**src/rtl/alu_rr_arbiter.sv**
```systemverilog
// Round-robin arbiter sharing one AND/XOR/NAND/ADD alu among requesters.
// The result is held in a one-entry output register tagged with the owner id.
module alu_rr_arbiter #(
    parameter int width_p    = 8,
    parameter int num_req_p  = 4,
    parameter int id_width_p = (num_req_p > 1) ? $clog2(num_req_p) : 1
) (
    input  logic                         clk_i,
    input  logic                         reset_n_i,
    input  logic [num_req_p-1:0]         v_i,
    input  logic [num_req_p*2-1:0]       sel_i,
    input  logic [num_req_p*width_p-1:0] a_i,
    input  logic [num_req_p*width_p-1:0] b_i,
    output logic [num_req_p-1:0]         yumi_o,
    output logic                         v_o,
    output logic [width_p-1:0]           data_o,
    output logic [id_width_p-1:0]        id_o,
    input  logic                         ready_i
);

    logic [id_width_p-1:0] ptr_r;
    logic [id_width_p-1:0] gnt_id;
    logic [id_width_p-1:0] cand;
    logic                  found;
    logic                  slot_free;
    int                    pos;

    logic [1:0]            op_sel;
    logic [width_p-1:0]    op_a;
    logic [width_p-1:0]    op_b;
    logic [width_p-1:0]    alu_res;

    // A result can be accepted when the slot is empty or being drained now.
    assign slot_free = ~v_o | ready_i;

    // Search ptr_r, ptr_r+1, ... ; walking downward lets the nearest win.
    always_comb begin
        found  = 1'b0;
        gnt_id = '0;
        cand   = '0;
        pos    = 0;
        for (int k = num_req_p - 1; k >= 0; k--) begin
            pos = int'(ptr_r) + k;
            if (pos >= num_req_p) begin
                pos = pos - num_req_p;
            end
            cand = id_width_p'(pos);
            if (v_i[cand]) begin
                found  = 1'b1;
                gnt_id = cand;
            end
        end
        if (!(slot_free && reset_n_i)) begin
            found = 1'b0;
        end
    end

    assign yumi_o = found ? (num_req_p'(1) << gnt_id) : '0;

    assign op_sel = sel_i[gnt_id*2 +: 2];
    assign op_a   = a_i[gnt_id*width_p +: width_p];
    assign op_b   = b_i[gnt_id*width_p +: width_p];

    // Single shared alu; ADD drops the carry-out.
    always_comb begin
        alu_res = '0;
        unique case (op_sel)
            2'b00: alu_res = op_a & op_b;
            2'b01: alu_res = op_a ^ op_b;
            2'b10: alu_res = ~(op_a & op_b);
            2'b11: alu_res = op_a + op_b;
        endcase
    end

    // Capture the granted result, advance the pointer, drain on ready.
    always_ff @(posedge clk_i or negedge reset_n_i) begin
        if (!reset_n_i) begin
            v_o    <= 1'b0;
            data_o <= '0;
            id_o   <= '0;
            ptr_r  <= '0;
        end else if (found) begin
            v_o    <= 1'b1;
            data_o <= alu_res;
            id_o   <= gnt_id;
            if (gnt_id == id_width_p'(num_req_p - 1)) begin
                ptr_r <= '0;
            end else begin
                ptr_r <= gnt_id + 1'b1;
            end
        end else if (ready_i) begin
            v_o <= 1'b0;
        end
    end

endmodule

```
**config.mk**
```make
export PLATFORM = sky130hd
export DESIGN_NAME = alu_rr_arbiter
export DESIGN_NICKNAME = d
export VERILOG_FILES = /design/src/rtl/alu_rr_arbiter.sv
export SDC_FILE = /design/constraint.sdc
export NUM_CORES = 1
export LEC_CHECK = 0
export CORE_MARGIN = 2
export CORE_UTILIZATION = 40
export CTS_BUF_LIST = sky130_fd_sc_hd__clkbuf_8
export DETAILED_ROUTE_END_ITERATION = 10
export PLACE_DENSITY = 0.79
export RECOVER_POWER = 100
export SYNTH_ARGS = -nofsm -noshare
export SYNTH_HDL_FRONTEND = slang
export SYNTH_SLANG_ARGS = --single-unit
```
**constraint.sdc**
```tcl
create_clock -name clk_i -period 3.95 [get_ports clk_i]
set_input_delay 0.79 -clock clk_i [delete_from_list [all_inputs] [get_ports clk_i]]
set_output_delay 0.79 -clock clk_i [all_outputs]
set_load 0.01 [all_outputs]
```
* After elaboration in Yosys (flattened, before gate mapping)
Cells that the tools add are included.
** Operators by class
- Shifts and indexed selects :: 4
- Muxes and demuxes :: 26
- Order comparisons :: 8
- Bitwise logic cells :: 5
- Reduce and logical (&&, ||, !) cells :: 3
- Add/subtract/negate cells :: 9
- Eq/ne operators :: 4
** Operators with widths (number)
- 32-bit by 6-bit indexed part select with 8-bit output :: 2
- 8-bit one-hot mux with 4 select lines :: 1
- 2-bit two-way mux :: 9
- 2-bit by 3-bit less-than comparator with 1-bit output, second input constant :: 4
- 1-bit two-way mux :: 11
- 3-bit >= comparator, second input constant :: 3
- 8-bit adder :: 1
- 8-bit AND :: 1
- 1-bit binary-select mux with 2-bit select :: 4
- 8-bit inverter :: 1
- 8-bit by 4-bit indexed part select with 2-bit output :: 1
- 2-bit by 1-bit subtractor with 2-bit output, second input constant :: 4
- 8-bit XOR :: 1
- 2-bit by 2-bit adder with 3-bit output, second input constant :: 2
- 2-bit == test, second input constant :: 3
- 4-bit two-way mux :: 1
- 1-bit by 2-bit << shifter with 4-bit output, first input constant :: 1
- 2-bit by 1-bit adder with 3-bit output, second input constant :: 1
- 2-bit by 3-bit >= comparator with 1-bit output, second input constant :: 1
- 2-bit by 1-bit adder with 2-bit output, second input constant :: 1
- 2-bit by 1-bit == test with 1-bit output, second input constant :: 1
- 2-bit logical NOT :: 1
- 2-bit nonzero test :: 1
- 1-bit logical AND :: 1
- other kinds (2) :: 2
** Word-level totals
- Register bits after elaboration :: 13
- Output and inout bits :: 15

* Logic depth before layout (Yosys ltp)
Gate-level depths: netlist (run 1).
- Word-level depth :: 13
- Gate-level depth with buffers :: 18

* Least setup slack after synthesis (run 1)
Ideal clock, no wire load.
- Kind :: input to register
- Start :: input port v_i[3]
- End :: register data_o[7]
- Cell stages on the path :: 15
- Data arrival time :: 3.398 ns
- Data required time :: 3.812 ns
- Slack :: 0.415 ns
- Path through :: nand2_1 a311oi_4 buf_2 buf_1 nand2_1 and3_1 a31oi_1 ha_1 a21o_1 a21oi_1 nor2b_1 nor4_1 nor3_1 xnor2_1 o221ai_1
** On the way
- Longest elaborated chain between the ends :: 10
- Elaborated cells on any way between the ends :: 29
- Classes of those cells :: add/sub: 1; eq/ne: 3; shift: 3; mux: 18; bitwise: 3; reduce/logical: 1
** Ends and longest elaborated chain
- start, declared :: line 10 : input logic [num_req_p-1:0] v_i,
- parallel branches: the longest is 10 deep, another holds 8-bit adder
- end signal, assigned :: line 84 : data_o <= alu_res;
- end, declared :: line 16 : output logic [width_p-1:0] data_o,
Several ways; the timed one is not identified. The select of a mux whose other input is x is not followed.
A chain may end at the register's enable or synchronous reset.

* Final worst setup path (run 1)
- Start :: input port v_i[3]
- End :: register data_o[6]
The elaborated chain is that of the path after synthesis.

==> impl_metrics.tcl, run 1 <==
set metrics [dict create \
    status "completed" \
    grt_pass1_vias 1797 \
    rrSetupSlack_ps 720 \
    layout.nets 432 \
    worst_hold_slack_ps 474.4 \
    post-place-ws_ps -51.05 \
    wirelength_mm 5.095 \
    synth_top_area_cell "dfrtp_1" \
    worstSetupPathType "input pin to flip-flop" \
    reg2reg_from "ptr_r[1]" \
    maxCapViolations 0 \
    fp-row-count 23 \
    path_max_fanout 24 \
    leakage_uw 0.001245 \
    whs_path_depth 2 \
    ir_drop_mv 0.2495 \
    fin_area_sq_mm 0.002789 \
    die_height_um 68.50 \
    fmax_ghz 0.2671 \
    yosysSeqAreaShare_pct 19.55 \
    ys_warn_count 0 \
    dp_hpwl_mm 4.253 \
    ff2ff_path_depth 15 \
    fin_setup_tns_ps 0 \
    start_kind "input pin" \
    clock_skew_ps 1.131 \
    first_iter_violations 146 \
    worstPathRequired_ps 4060 \
    grt_setup_unrepaired "false" \
    synth_fp_nets 328 \
    setup_viol 0 \
    drtAntennaViolNets 0 \
    path_clk_slew_ps 50 \
    hold_violations 0 \
    viasPerCell 5.213 \
    antenna_found_initial 0 \
    synthTopCellsByArea "dfrtp_1 (20%), nand2_1 (19%), ha_1 (9.0%)" \
    synth.distinct_cells 41 \
    grtUsageTotal_pct 21.82 \
    r2r-end "data_o[6]" \
    wl_per_cell_um 13.10 \
    fin_crit_sh_pct 94.79 \
    drv_slew 0 \
    cts_buffers 3 \
    critPathCaptureType "flip-flop" \
    hp-start "id_o[1]" \
    dpl_cell_area_sq_mm 0.002708 \
    drc 0 \
    ys_ff_latch 13 \
    synth_ff_type "dfrtp_1" \
    grt_max_degree 25 \
    grt_pass1_wl_mm 7.817 \
    setup_ws_ps 205.7 \
    area_growth_pct 67.59 \
    die-area_sq_mm 0.004692 \
    core_sq_mm 0.004000 \
    synth-async-reset-ratio_pct 100.0 \
    die-width_um 68.50 \
    syn_inst 236 \
    antennaDiodeCount 0 \
    avgSynthCellArea_sq_um 7.051 \
    insertion_delay_ps 240 \
    fillers 350 \
    min_to "id_o[1]" \
    crit_start "v_i[3]" \
    yosysTopAreaCellShare_pct 19.55 \
    gr-total-overflow 0 \
    first_pass_iters 5 \
    cts_tree "yes" \
    mostFrequentLayoutCell "nand2_1" \
    start_util_pct 41.60 \
    relSlewSlack_pct 51.03 \
    cellPowerDensity_mw_per_mm2 591.2 \
    placed_cells 380 \
    dr_total_vias 2028 \
    finalNonFillerCells 389 \
    fin_crit_ps 3744 \
    synth-edff-count 0 \
    worstMarginPinSlew_ps 734.5 \
    layout_common_cells "nand2_1 (84), clkdlybuf4s50_1 (81), and3_1 (17), a31oi_1 (17), buf_4 (17)" \
    cts_root_buf "clkbuf_8" \
    clock_sinks 13 \
    crit_arrival_ps 3850 \
    io_pins 94 \
    gp_congestion 0.8275 \
    htreeDepth 1 \
    numPortBuffers 93 \
    clockBufferDepth 2 \
    drive_gt1_share_pct 8.260 \
    hold_path.class "flip-flop to flip-flop" \
    cts_hold_buf 0 \
    synth_area_sq_mm 0.001664 \
]
[sequential cells by signal (all words and copies together), names as in the netlist]
register	flops
data_o	8
id_o	2
ptr_r	2
v_o	1
[cell type report]
class                      instances  area, sq um  share of cell area, %
clock buffer                       3        41.29                  1.480
clock inverter                     1        3.754                 0.1346
inverter                           6        25.02                 0.8973
multi-input combinational        203         1254                  44.95
sequential                        13        325.3                  11.66
tap                               50        62.56                  2.243
timing repair buffer             113         1077                  38.63
[routing by layer]
| layer | wire length (um) | vias to the layer above | track usage, % |
|---|---|---|---|
| met5 | 0 | - | 0 |
| met4 | 46 | 0 | 6.250 |
| met3 | 369 | 6 | 3.084 |
| met2 | 2522 | 81 | 38.46 |
| met1 | 2156 | 909 | 27.51 |
| li1 | - | 1032 | - |
[how the worst max path moves through the flow]
stage	end
finish	data_o[6]
global route	data_o[7]
CTS	data_o[6]
detailed placement	data_o[6]
global placement	data_o[5]
floorplan	data_o[7]
[cell usage after synthesis (2+ instances only)]
library cell and count:
a21o_1 2, a21oi_1 4, a221oi_1 3, a31oi_1 17, and2_1 5, and3_1 17
buf_1 4, buf_2 2, clkbuf_1 7, dfrtp_1 13, ha_1 12, inv_1 4
mux2i_1 3, nand2_1 84, nand2b_1 6, nand3_1 2, nor2_1 9, nor2b_1 2
o21ai_0 3, o221ai_1 5, xnor2_1 10, xor2_1 3
[logic make-up (layout without fill, tap and decap cells)]
group,after synthesis,count (layout),share of synthesized area (%)
AOI/OAI and AO/OA,40,40,17.74
buffers and inverters,20,123,5.112
xor gates and xnor gates,13,13,6.842
DFF,13,13,19.55
adders and majority gates,13,13,10.23
and+or+nand+nor,131,131,35.11
muxes,6,6,5.414
[what timing repair did]
action	in CTS	in global routing
buffers inserted	0	5
resized for setup	0	2
setup endpoints to repair	0	3
[critical path, cell delays in order]
cell	delay, ps
clkdlybuf4s50_1	530
nand2_1	100
a311oi_4	380
inv_4	130
buf_4	240
nand2_1	90
and3_1	160
a31oi_1	50
ha_1	330
a21oi_1	160
nand2_1	100
a21oi_1	150
nor2b_1	50
o21ai_0	220
xor2_1	220
o221ai_1	140
[where the power goes]
group	internal, uW	switching (uW)	total (uW)
Sequential	191	35.3	226
Clock	68.3	43.4	112
Combinational	670	641	1310
Total	929	720	1650
[per-stage QoR]
stage          utilization (%)  total power [uW]
3_3_place_gp             67.69              1501
4_1_cts                  68.81              1646
2_1_floorplan                -              1083
6_report                 69.72              1649
5_1_grt                  69.72              1808
3_5_place_dp             67.69              1524
Power figures use the tool's default switching activity.
==> inputs of run 2 (changes only) <==
- CORE_UTILIZATION: 40 -> 43
- PLACE_DENSITY: 0.79 -> 0.85
- clock period: 3.95 -> 4.8 ns (I/O delays scaled with it)
==> run 2 against run 1 <==
Sequential share of layout area grew 0.59 points. Clock-buffer cell count is the same. Via count shrank 2.1%. Wire length shrank 4.5%. Sequential cell count is the same. First-iteration DRC count shrank 27%. Combinational power shrank 25%. Critical endpoint is now yumi_o[2].
==> impl_metrics.tcl, run 2 (same netlist as run 1, synthesis figures left out) <==
set metrics [dict create \
    wl_met1_mm 2.153 \
    layout.nets 417 \
    crit_top_cell "dlygate4sd3_1" \
    drv_slew 0 \
    postCtsSetupBuffers 0 \
    numPortBuffers 93 \
    status "completed" \
    wl_per_cell_um 13.08 \
    worstSetupPathType "input pin to output pin" \
    clock_skew_ps 3.243 \
    core_sq_mm 0.003689 \
    reg_top3 "data_o (8), id_o (2), ptr_r (2)" \
    hold_violations 0 \
    cts_resized 0 \
    fin_setup_tns_ps 0 \
    fin_crit_ps 4392 \
    fin_crit_sh_pct 91.50 \
    antennaDiodeCount 0 \
    viasPerCell 5.336 \
    critPathCaptureType "output pin" \
    worstPathRequired_ps 3840 \
    die-width_um 66.21 \
    fp-row-count 22 \
    grt_pass1_vias 1809 \
    cts_hold_buf 0 \
    cellPowerDensity_mw_per_mm2 477.8 \
    path_clk_slew_ps 50 \
    slowest_stage "and3_1" \
    met3_length_um 371 \
    first_iter_violations 107 \
    insertion_delay_ps 250 \
    antenna_found_initial 0 \
    max_stage_delay_ps 610 \
    path_cells "dlygate4sd3_1 > clkbuf_1 > and3_1 > and2_1 > dlygate4sd3_1" \
    clock_sinks 13 \
    drtAntennaViolNets 0 \
    mostFrequentLayoutCell "nand2_1" \
    dp_hpwl_mm 3.902 \
    relSlewSlack_pct 53.11 \
    fmax_ghz 0.2277 \
    clockBufferDepth 2 \
    ir_drop_mv 0.2067 \
    top_layer_used "met4" \
    crit_arrival_ps 3430 \
    grt_pass1_wl_mm 7.810 \
    cts_tree "yes" \
    cts_root_buf "clkbuf_8" \
    wirelength_mm 4.867 \
    largest_reg_flops 8 \
    regMostFlops "data_o" \
    grtUsageTotal_pct 22.86 \
    setup_viol 0 \
    hold_path.class "flip-flop to flip-flop" \
    reg2reg_from "ptr_r[1]" \
    dr_wl_met2_mm 2.269 \
    path_max_fanout 15 \
    layout_common_cells "nand2_1 (84), clkdlybuf4s50_1 (80), and3_1 (17), a31oi_1 (17)" \
    start_kind "input pin" \
    grt_setup_unrepaired "false" \
    gp_congestion 0.8362 \
    drive_gt1_share_pct 4.012 \
    maxCapViolations 0 \
    first_pass_iters 4 \
    dr_total_vias 1985 \
    io_pins 94 \
    die-area_sq_mm 0.004384 \
    die_height_um 66.21 \
    grt_max_degree 40 \
    leakage_uw 0.001174 \
    worstMarginPinSlew_ps 703.4 \
    hp-start "id_o[1]" \
    start_util_pct 45.12 \
    dpl_cell_area_sq_mm 0.002630 \
    area_growth_pct 59.47 \
    htreeDepth 1 \
    crit_start "reset_n_i" \
    gr-total-overflow 0 \
    drc 0 \
    fin_area_sq_mm 0.002654 \
    cts_buffers 3 \
]
==> run 2: cell count changes in the layout (fill, tap and decap cells not counted), sizes merged <==
| cell | change |
|---|---|
| clkdlybuf4s50 | -1 |
| buf | -14 |
| clkbuf | -1 |
| dlygate4sd3 | +1 |
==> run 2: final cells by class <==
| type | count | area [sq um] |
|---|---|---|
| clock buffer | 3 | 41.29 |
| clock inverter | 1 | 3.754 |
| fill | 318 | 1035 |
| inverter | 6 | 22.52 |
| multi-input combinational | 203 | 1236 |
| sequential | 13 | 325.3 |
| tap | 48 | 60.06 |
| timing repair buffer | 98 | 964.7 |
==> run 2: path summary, 6_finish.rpt <==
path	slack, ps	to	depth (start not counted)
hold / removal	470	id_o[1]	2
hold reg to reg	470	id_o[1]	2
max in group asynchronous	3090	data_o[5]	2
setup / recovery	410	yumi_o[2]	5
min in group asynchronous	1270	id_o[0]	2
setup reg to reg	1280	data_o[7]	14
==> run 2: metal layers <==
metal | up-vias | GRT usage, %
met3 | 7 | 4.600
met2 | 90 | 39.13
met4 | 0 | 8.163
met5 | - | 0
met1 | 894 | 28.21
li1 | 994 | -
==> run 2: stage by stage <==
stage	hold WS (ps)	worst slack [ps]	cells	util, %	power [uW]
after floorplan	516.2	1095	236	-	891.4
after global placement	461.6	555.1	368	71.30	1163
after detailed placement	469.3	423.5	368	71.30	1185
after CTS	480.9	619.2	372	72.52	1292
after global routing	497.5	181.8	372	71.95	1393
final	470.3	408.0	372	71.95	1268
==> run 2: where the power goes <==
group	switching (uW)	total [uW]	internal (uW)	leakage [uW]
clock network	43.3	100	56.8	0.0000269
registers	31.2	188	157	0.000154
logic	505	980	474	0.000993
total	580	1270	688	0.00117
==> run 2: critical path: cells and delay by family <==
| kind | cells | cell delay [ps] |
|---|---|---|
| simple gates | 2 | 810 |
| buf+inv | 3 | 1660 |
